==> config.mk <==
export PLATFORM = sky130hd
export DESIGN_NAME = lcd_read_fsm
export DESIGN_NICKNAME = d
export VERILOG_FILES = /design/src/rtl/lcd_read_fsm.sv
export SDC_FILE = /design/constraint.sdc
export NUM_CORES = 1
export LEC_CHECK = 0
export ABC_AREA = 1
export CAP_MARGIN = 10
export CORE_UTILIZATION = 59
export CTS_CLUSTER_SIZE = 25
export DETAILED_ROUTE_END_ITERATION = 10
export GPL_TIMING_DRIVEN = 0
export HOLD_SLACK_MARGIN = 0.05
export PLACE_DENSITY = 0.9
export REMOVE_ABC_BUFFERS = 1
export SETUP_SLACK_MARGIN = 0.5
export SYNTH_ARGS = -nofsm -noshare
export SYNTH_HDL_FRONTEND = slang
export SYNTH_SLANG_ARGS = --single-unit
==> constraint.sdc <==
create_clock -name clk -period 3.67 [get_ports clk]
set_input_delay 1.101 -clock clk [delete_from_list [all_inputs] [get_ports clk]]
set_output_delay 1.101 -clock clk [all_outputs]
set_load 0.01 [all_outputs]
==> src/rtl/lcd_read_fsm.sv <==
// lcd_read_fsm: reads one byte (BF/address or data) from an HD44780 LCD over its 4-bit bus.
// Define LCD_BUSY_POLL_EN to add busy-flag polling (rd_poll, rd_timeout, POLL_MAX).
module lcd_read_fsm #(
    parameter int unsigned SETUP_CYC      = 2,
    parameter int unsigned E_HIGH_CYC     = 12,
    parameter int unsigned SAMPLE_CYC     = 10,
    parameter int unsigned NIBBLE_GAP_CYC = 50,
    parameter int unsigned HOLD_CYC       = 1
`ifdef LCD_BUSY_POLL_EN
    ,
    parameter int unsigned POLL_MAX       = 1000
`endif
) (
    input  logic       clk,
    input  logic       reset,
    input  logic       rd_start,
    input  logic       rd_rs,
`ifdef LCD_BUSY_POLL_EN
    input  logic       rd_poll,
    output logic       rd_timeout,
`endif
    output logic       rd_busy,
    output logic       rd_done,
    output logic [7:0] rd_data,
    output logic       busy_flag,
    output logic       lcd_e,
    output logic       lcd_rs,
    output logic       lcd_rw,
    output logic       lcd_db_oe,
    input  logic [3:0] lcd_db_in
);
    typedef enum logic [2:0] {IDLE, SETUP, EHI1, GAP, EHI2, HOLD, DONE, PGAP} state_t;

    state_t      state_q, state_d;
    logic [15:0] cnt_q, cnt_d;
    logic        lcd_e_q, lcd_rw_q, lcd_rs_q, busy_flag_q;
    logic [3:0]  nib_hi_q, nib_lo_q;
    logic [7:0]  rd_data_q;
    logic        expire, sample, repeat_rd;

    assign expire = cnt_q == 16'd0;
    assign sample = cnt_q == 16'(E_HIGH_CYC - SAMPLE_CYC);

`ifdef LCD_BUSY_POLL_EN
    logic        poll_q, timeout_q;
    logic [15:0] polls_q;

    assign repeat_rd  = poll_q & nib_hi_q[3] & (polls_q != 16'(POLL_MAX - 1));
    assign rd_timeout = (state_q == DONE) & timeout_q;

    always_ff @(posedge clk or posedge reset) begin
        if (reset) begin
            poll_q    <= 1'b0;
            timeout_q <= 1'b0;
            polls_q   <= 16'd0;
        end else if (state_q == IDLE && rd_start) begin
            poll_q    <= rd_poll & ~rd_rs;
            timeout_q <= 1'b0;
            polls_q   <= 16'd0;
        end else if (state_q == HOLD && expire) begin
            polls_q   <= repeat_rd ? polls_q + 16'd1 : polls_q;
            timeout_q <= poll_q & nib_hi_q[3] & ~repeat_rd;
        end
    end
`else
    assign repeat_rd = 1'b0;
`endif

    always_comb begin
        state_d = state_q;
        cnt_d   = expire ? 16'd0 : cnt_q - 16'd1;
        case (state_q)
            IDLE:  if (rd_start) begin state_d = SETUP; cnt_d = 16'(SETUP_CYC - 1); end
            SETUP: if (expire) begin state_d = EHI1; cnt_d = 16'(E_HIGH_CYC - 1); end
            EHI1:  if (expire) begin state_d = GAP; cnt_d = 16'(NIBBLE_GAP_CYC - 1); end
            GAP:   if (expire) begin state_d = EHI2; cnt_d = 16'(E_HIGH_CYC - 1); end
            EHI2:  if (expire) begin state_d = HOLD; cnt_d = 16'(HOLD_CYC - 1); end
            HOLD:  if (expire) begin
                state_d = repeat_rd ? PGAP : DONE;
                cnt_d   = repeat_rd ? 16'(NIBBLE_GAP_CYC - 1) : 16'd0;
            end
            PGAP:  if (expire) begin state_d = EHI1; cnt_d = 16'(E_HIGH_CYC - 1); end
            default: state_d = IDLE;
        endcase
    end

    // Pin outputs are registered from the next state so E and RW never glitch
    always_ff @(posedge clk or posedge reset) begin
        if (reset) begin
            state_q     <= IDLE;
            cnt_q       <= 16'd0;
            lcd_e_q     <= 1'b0;
            lcd_rw_q    <= 1'b0;
            lcd_rs_q    <= 1'b0;
            nib_hi_q    <= 4'h0;
            nib_lo_q    <= 4'h0;
            rd_data_q   <= 8'h00;
            busy_flag_q <= 1'b1;
        end else begin
            state_q  <= state_d;
            cnt_q    <= cnt_d;
            lcd_e_q  <= state_d == EHI1 || state_d == EHI2;
            lcd_rw_q <= state_d != IDLE;
            lcd_rs_q <= state_d == IDLE ? 1'b0 : state_q == IDLE ? rd_rs : lcd_rs_q;
            if (state_q == EHI1 && sample) nib_hi_q <= lcd_db_in;
            if (state_q == EHI2 && sample) nib_lo_q <= lcd_db_in;
            if (state_q == HOLD && expire && !repeat_rd) begin
                rd_data_q <= {nib_hi_q, nib_lo_q};
                if (!lcd_rs_q) busy_flag_q <= nib_hi_q[3];
            end
        end
    end

    assign rd_busy   = state_q != IDLE;
    assign rd_done   = state_q == DONE;
    assign rd_data   = rd_data_q;
    assign busy_flag = busy_flag_q;
    assign lcd_e     = lcd_e_q;
    assign lcd_rs    = lcd_rs_q;
    assign lcd_rw    = lcd_rw_q;
    assign lcd_db_oe = ~lcd_rw_q;
endmodule
==> After elaboration in Yosys (flattened, before gate mapping) <==
Index checks and enable logic that the tools add are counted.
{ "word_totals": {"inputBits": 8, "ff_bits": 39, "elab_cells": 51} }
{ "op_classes": {"n_reduce_logical": 14, "eq_ne": 10, "add_sub_neg": 1, "bitwise_logic": 2, "muxes": 15} }
{ "ops": {"columns": ["operator", "n"], "rows": [
  ["16-bit two-way mux", 5],
  ["16-bit case mux with 4 select lines", 1],
  ["3-bit two-way mux", 6],
  ["3-bit case mux with 6 select lines", 1],
  ["16-bit by 2-bit == test with 1-bit output (second input constant)", 1],
  ["16-bit zero test", 1],
  ["16-bit by 1-bit subtractor with 16-bit output (second input constant)", 1],
  ["3-bit == test (second input constant)", 5],
  ["3-bit by 2-bit == test with 1-bit output (second input constant)", 3],
  ["3-bit zero test", 2],
  ["3-bit nonzero test", 2],
  ["2-bit OR reduction", 2],
  ["3-bit by 1-bit == test with 1-bit output (second input constant)", 1],
  ["1-bit logical AND", 3],
  ["3-bit OR reduction", 1],
  ["1-bit two-way mux", 2],
  ["1-bit inverter", 2],
  ["2-bit AND reduction", 1],
  ["2-bit nonzero test", 1],
  ["1-bit logical OR", 1]
]} }

==> Logic depth before layout (Yosys ltp) <==
Gate-level depths: netlist of the first run.
{ "logic_depth": {"ltp_word": 5, "depth_mapped": 12, "ltp_nobuf": 12} }

==> Worst setup path after synthesis of the first run <==
Ideal clock, no wire load.
{ "synth_path": {"path_type": "register to output", "start": "reg state_q[1]", "end": "out rd_busy", "t_required_ps": 2569, "path_slack_ps": 1658, "t_arrival_ps": 911, "path_stages_with_launch": 6, "path_buffers": 1, "cell_sequence": "dfrtp_1 > buf_2 > inv_1 > nand2_1 > nor2_1 > inv_1"} }
{ "synth_via": {"elab_chain_cells": 1} }
{ "synth_lines": {"columns": ["item", "line_no", "source"], "rows": [
  ["start: declaration", "34", "state_t state_q, state_d;"],
  ["start signal: assignment", "100", "state_q <= state_d;"],
  ["3-bit nonzero test", "114", "assign rd_busy = state_q != IDLE;"],
  ["end: declaration", "22", "output logic rd_busy,"]
]} }
No other way between the ends.

==> Final worst setup path of the first run <==
Same ends and word-level chain as after synthesis.

==> run_results.csv, run 1 <==
group,metric,value,unit
clock_network,clk_latency,0.36,ns
clock_network,cts-root-buf,"clkbuf_4",
finish,final_area,2290,um2
floorplan,rows,20,
power,p_leak,1.28,nW
worst_setup_path,r2r_slack,1.82,ns
synth,synth_cell_types,32,
drt,drc,0,
finish,diodes,0,
finish,fin_nets,253,
drt,dr.pass1.iters,4,
placement,portBuffers,22,
worst_setup_path,startpoint,"state_q[1]",
synth,synthTopCellsByArea,"dfrtp_1 48%, nand2_1 8.1%, mux2_4 5.3%",
placement,globalplace.congestion,0.828,
worst_setup_path,crit_top_cell,"inv_1",
worst_setup_path,worstRegToRegCells,8,
drt,wire_per_inst,11.9,um
floorplan,io_pins,23,
global_route,grt_pass1_wl,5890,um
clock_network,postCtsHoldBufs,0,
worst_setup_path,path_max_fanout,8,
status,outcome,"finished, final reports clean",
floorplan,die_w,60.0,um
sta,final.min_clock_period,2.95,ns
worst_setup_path,crit_buf_inv,3,
global_route,antenna_found_initial,0,
placement,hpwl,2490,um
clock_network,cts_tree,"yes",
drt,wl,3410,um
clock_network,htree_levels,2,
floorplan,start_util,63.5,%
clock_network,clock_sinks,39,
finish,final_core_util,73.2,%
worst_setup_path,regToRegStartpoint,"cnt_q[0]",
floorplan,die_area,3600,um2
finish,syn_to_final_growth,15.4,%
global_route,grt_pass1_vias,1330,
placement,place_area,2240,um2
drt,vias,1453,
clock_network,path_clk_slew,0.11,ns
sta,rsz0062_at_grt,"false",
sta,clock.fmax,339,MHz
placement,place_ws,1.10,ns
worst_hold_path,min-delay-start,"rd_data[7]",
finish,instances_no_fill,287,
synth,ys_seq_area_share,49.2,%
worst_setup_path,worstSetupPathType,"reg2out",
worst_setup_path,cp.arrival,1.85,ns
clock_network,cts_resized,0,
worst_setup_path,rr_endpoint,"rd_data[3]",
synth,synthDominantCellAreaShare,47.9,%
worst_setup_path,slowest_delay,0.49,ns
floorplan,core_area,3130,um2
synth,yosysTopAreaCell,"dfrtp_1",
worst_setup_path,slowest_stage,"dfrtp_1",
power,ir_drop,0.257,mV
worst_hold_path,hold_end,"rd_data[7]",
global_route,grtUsageTotal,22.5,%
sta,slew_violations,0,
finish,fillers,235,
clock_network,ctsLongestPathBuffers,2,
placement,dpl.cell_count,279,
sta,setup_slack,0.723,ns
run,max_cap_viol_count,0,
drt,viasPerCell,5.06,
drt,antenna_left,0,
sta,finalCritPeriodShare,80.3,%
synth,syn_inst,216,
sta,clock_skew,0.0142,ns
worst_hold_path,worstHoldPathCells,2,
power,power,663,uW
sta,relSlewSlack,48.9,%
worst_setup_path,required,2.57,ns
synth,avgSynthCellArea,9.19,um2
sta,setup_viol,0,
worst_setup_path,crit_path_end_kind,"output port",
drt,drt_iter0_markers,81,
sta,tightest_slew,0.765,ns
finish,seq_area,977,um2
finish,drive_above_1_share,18.1,%
sta,fin_tns_setup,0,ns
worst_setup_path,cp_cell_sequence,"inv_1 -> nand2_1 -> nor2_1 -> inv_1 -> clkdlybuf4s50_1",
worst_setup_path,cpLargestDelayFamily,"buffers and inverters",
power,p_per_area,290,nW/um2
sta,whs,0.495,ns
synth,yosysWarningCount,0,
finish,multi_input_area,880,um2
floorplan,dieHeight,60.0,um
worst_setup_path,cp.depth,5,
clock_network,cts_setup_buffers,0,
global_route,grt_overflow,0,
worst_hold_path,hp-class,"reg2reg",
worst_setup_path,start_kind,"flip-flop",
synth,synth_seq_cells,39,
sta,finalHoldViolCount,0,
synth,syn_area,1990,um2
global_route,grt_max_degree,40,
clock_network,cts-buffers-inserted,5,
-- power by group --
part / internal (mW) / leakage, nW / switching [mW] / total, mW
clock: 0.0739 / 0.0282 / 0.143 / 0.217
combinational: 0.00706 / 0.761 / 0.0102 / 0.0172
sequential: 0.430 / 0.488 / 0 / 0.430
-- metal layers --
layer  vias up  global-route usage (%)  wire, um  share of wire, %
li1        736                       -         -                 -
met1       679                    30.8      1580                46
met2        31                    34.6      1620                47
met3         7                    5.84       146               4.3
met4         0                    7.97        65               1.9
met5         -                       0         0                 0
-- worst max-delay path by stage --
| stage | to | slack, ns |
|---|---|---|
| floorplan | cnt_q[0] | 1.68 |
| detailed placement | rd_busy | 1.10 |
| global route | rd_busy | 0.59 |
| finish | rd_busy | 0.72 |
| global placement | state_q[0] | 0.90 |
| CTS | rd_busy | 0.70 |
-- logic make-up after synthesis --
| group | Yosys count | synth area share (%) |
|---|---|---|
| buffers and inverters | 31 | 6.49 |
| xor gates and xnor gates | 10 | 4.41 |
| AOI/OAI and AO/OA | 24 | 6.68 |
| muxes | 7 | 5.29 |
| DFF | 39 | 49.2 |
| adders and majority gates | 3 | 1.89 |
| and+or+nand+nor | 102 | 26.0 |
-- cell usage after synthesis --
master / number
nand2_1: 43
dfrtp_1: 38
inv_1: 25
nor2_1: 22
o21ai_0: 14
nor2_2: 9
mux2_4: 7
nand3_1: 7
xor2_1: 7
nand2_2: 6
a21oi_1: 5
nand4_1: 4
nor2_4: 4
ha_1: 3
inv_2: 3
xnor2_1: 3
a22oi_1: 1
a32oi_1: 1
buf_2: 1
buf_4: 1
buf_6: 1
dfstp_2: 1
nand2_4: 1
nand3_2: 1
nand3_4: 1
nand3b_1: 1
nand4_2: 1
nor3_1: 1
nor3_2: 1
o211ai_1: 1
o21ai_1: 1
o21ai_2: 1
-- layout by cell type (no fill, tap or decap), types with 3 or more instances in the layout --
cell type,Yosys,routed
nand2_2,6,6
xor2_1,7,7
nor2_2,9,9
nor2_4,4,4
nor2_1,22,22
ha_1,3,3
xnor2_1,3,3
o21ai_0,14,14
nand2_1,43,43
inv_2,3,4
clkdlybuf4s50_1,0,22
a21oi_1,5,5
nand3_1,7,7
nand4_1,4,4
clkbuf_4,0,5
mux2_4,7,7
inv_1,25,24
dfrtp_1,38,38
-- sequential cells by signal (all words and copies together), names as in the netlist --
name       flops
busy_flag      1
cnt_q         16
lcd_e          1
lcd_rs         1
lcd_rw         1
nib_hi_q       4
nib_lo_q       4
rd_data        8
state_q        3
-- layout make-up --
cell class | count | share of cell area [%]
flip-flops and latches | 39 | 42.7
multi-input cells | 146 | 38.4
repair buffers | 22 | 9.61
inverters | 28 | 4.59
well taps | 44 | 2.40
clock buffers | 6 | 1.80
clock inverters | 2 | 0.546
-- worst register-to-register path, delay by kind of cell (launching register included) --
| family | cells | cell delay (ns) |
|---|---|---|
| muxes | 1 | 0.32 |
| and+or+nand+nor | 4 | 0.52 |
| adders and majority gates | 1 | 0.20 |
| buffers and inverters | 2 | 0.32 |
| DFF | 1 | 0.39 |
Power figures use the tool's default switching activity.
==> run 2: changes to the inputs <==
--- a/config.mk
+++ b/config.mk
@@ -7,12 +7,12 @@
 export LEC_CHECK = 0
 export ABC_AREA = 1
 export CAP_MARGIN = 10
-export CORE_UTILIZATION = 59
+export CORE_UTILIZATION = 55
 export CTS_CLUSTER_SIZE = 25
 export DETAILED_ROUTE_END_ITERATION = 10
 export GPL_TIMING_DRIVEN = 0
 export HOLD_SLACK_MARGIN = 0.05
-export PLACE_DENSITY = 0.9
+export PLACE_DENSITY = 0.86
 export REMOVE_ABC_BUFFERS = 1
 export SETUP_SLACK_MARGIN = 0.5
 export SYNTH_ARGS = -nofsm -noshare
==> constraint.sdc (replaced) <==
create_clock -name clk -period 3.1 [get_ports clk]
set_input_delay 0.93 -clock clk [delete_from_list [all_inputs] [get_ports clk]]
set_output_delay 0.93 -clock clk [all_outputs]
set_load 0.01 [all_outputs]
==> run 2 against run 1 <==
Compared with the run above: clock power rose by 94%; utilization shrank 3.5 points; combinational power increased by 18%; via count up 0.55%; hold slack better by 0.0063 ns; critical path depth is 1 lower; sequential share of layout area is 1.2 points lower; final cell count up 1.0%; flip-flop and latch count unchanged; power is 43% higher; cell area rose by 3.1%; clock skew is 0.0072 ns lower.
==> run_results.csv, run 2 (synthesized netlist as in run 1, its figures left out) <==
group,metric,value,unit
finish,fillers,253,
finish,diodes,0,
drt,antenna_left,0,
placement,portBuffers,22,
finish,fin_nets,254,
clock_network,path_clk_slew,0.12,ns
clock_network,clock_sinks,39,
power,power,951,uW
sta,clock_skew,0.00701,ns
worst_setup_path,cp.arrival,1.49,ns
sta,finalCritPeriodShare,78.1,%
sta,rsz0062_at_grt,"false",
global_route,grt_pass1_wl,5790,um
sta,finalHoldViolCount,0,
power,ir_drop,0.257,mV
finish,final_area,2360,um2
finish,drive_above_1_share,20.1,%
finish,largest_register_ffs,16,
global_route,grt_max_degree,40,
clock_network,cts-root-buf,"clkbuf_4",
finish,syn_to_final_growth,19.0,%
worst_setup_path,cpLargestDelayFamily,"flip-flops",
floorplan,rows,21,
worst_setup_path,crit_path_end_kind,"output port",
clock_network,clk_latency,0.35,ns
clock_network,htree_levels,2,
sta,tightest_slew,0.768,ns
sta,clock.fmax,413,MHz
finish,final_common_cell,"nand2_1",
run,max_cap_viol_count,0,
sta,final.min_clock_period,2.42,ns
finish,final_core_util,69.7,%
global_route,grt_overflow,0,
worst_setup_path,slowest_delay,0.48,ns
sta,relSlewSlack,48.7,%
global_route,grtUsageTotal,21.2,%
drt,vias,1461,
drt,wl,3630,um
sta,setup_viol,0,
sta,slew_violations,0,
clock_network,cts_tree,"yes",
clock_network,cts-buffers-inserted,5,
floorplan,start_util,58.6,%
placement,place_area,2240,um2
drt,viasPerCell,5.04,
worst_setup_path,worstSetupPathType,"reg2out",
drt,drt_iter0_markers,53,
status,outcome,"finished, final reports clean",
clock_network,ctsLongestPathBuffers,2,
floorplan,die_area,3850,um2
worst_setup_path,cp_cell_sequence,"inv_2 -> nand2_1 -> nor2_1 -> dlygate4sd2_1",
floorplan,core_area,3390,um2
drt,dr.pass1.iters,4,
placement,hpwl,2630,um
finish,final_cell_mix,"43 x nand2_1, 36 x dfrtp_1, 23 x inv_1",
drt,wire_per_inst,12.5,um
worst_setup_path,path_max_fanout,7,
worst_setup_path,start_kind,"flip-flop",
worst_hold_path,hp-class,"reg2reg",
power,p_per_area,403,nW/um2
finish,top_register,"cnt_q",
worst_setup_path,required,2.17,ns
global_route,grt_pass1_vias,1375,
power,p_leak,1.31,nW
global_route,antenna_found_initial,0,
floorplan,dieHeight,62.1,um
sta,fin_tns_setup,0,ns
floorplan,die_w,62.1,um
floorplan,io_pins,23,
worst_setup_path,slowest_stage,"dfrtp_2",
drt,drc,0,
worst_setup_path,crit_buf_inv,2,
placement,globalplace.congestion,0.849,
[run 2: changes by cell type in the layout (fill, tap and decap cells not counted), sizes merged]
cell	change
clkinvlp	-1
buf	+1
clkdlybuf4s50	-2
dlymetal6s2s	+1
clkinv	-1
bufinv	+2
dlygate4sd2	+1
[run 2: layer usage]
| layer | routed length [um] | global-route usage, % | part of all wire (%) | vias up |
|---|---|---|---|---|
| li1 | - | - | - | 741 |
| met4 | 63 | 10.2 | 1.7 | 0 |
| met2 | 1860 | 36.0 | 51 | 20 |
| met1 | 1600 | 24.9 | 44 | 693 |
| met5 | 0 | 0 | 0 | - |
| met3 | 98 | 5.38 | 2.7 | 7 |
[run 2: final timing paths]
| kind | start | to | slack (ns) | cells after the start |
|---|---|---|---|---|
| max in group asynchronous | reset | state_q[0] | 1.54 | 2 |
| worst max register to register | cnt_q[0] | rd_data[6] | 1.26 | 8 |
| worst min-delay path | nib_hi_q[1] | nib_hi_q[1] | 0.50 | 2 |
| min in group asynchronous | reset | rd_data[4] | 1.03 | 2 |
| worst max-delay path | state_q[0] | rd_done | 0.68 | 4 |
| worst min register to register | nib_hi_q[1] | nib_hi_q[1] | 0.50 | 2 |
[run 2: power by group]
part           switching, mW  total [mW]  leakage (nW)  internal, mW
Sequential                 0       0.509         0.486         0.509
Combinational         0.0120      0.0203         0.769       0.00835
Clock                  0.171       0.422        0.0525         0.252
[run 2: worst min-delay path, stage by stage, from the launching register on]
cell,delay (ns)
dfrtp_1,0.36
nand2_1,0.05
o21ai_0,0.06
[run 2: cell type report]
cell class / instances / area (um2) / share of cell area [%]
clock buffer: 6 / 41.3 / 1.75
clock inverter: 2 / 60.1 / 2.54
inverter: 28 / 108 / 4.56
multi-input combinational: 146 / 887 / 37.6
sequential: 39 / 980 / 41.5
tap: 46 / 57.6 / 2.44
timing repair buffer: 23 / 229 / 9.69
[run 2: repair_timing]
item | CTS | global route
buffers inserted | 0 | 1
gates cloned | 0 | 0
hold buffers | 0 | 0
gates resized for setup | 5 | 3
endpoints found under the setup margin | 2 | 1
[run 2: per-stage QoR]
step | cells | hold WS, ns | setup WS [ns]
after floorplan | 213 | 0.453 | 1.28
after global placement | 281 | 0.468 | 0.496
after detailed placement | 281 | 0.477 | 0.707
after CTS | 289 | 0.504 | 0.408
after global routing | 290 | 0.519 | 0.572
final | 290 | 0.501 | 0.679
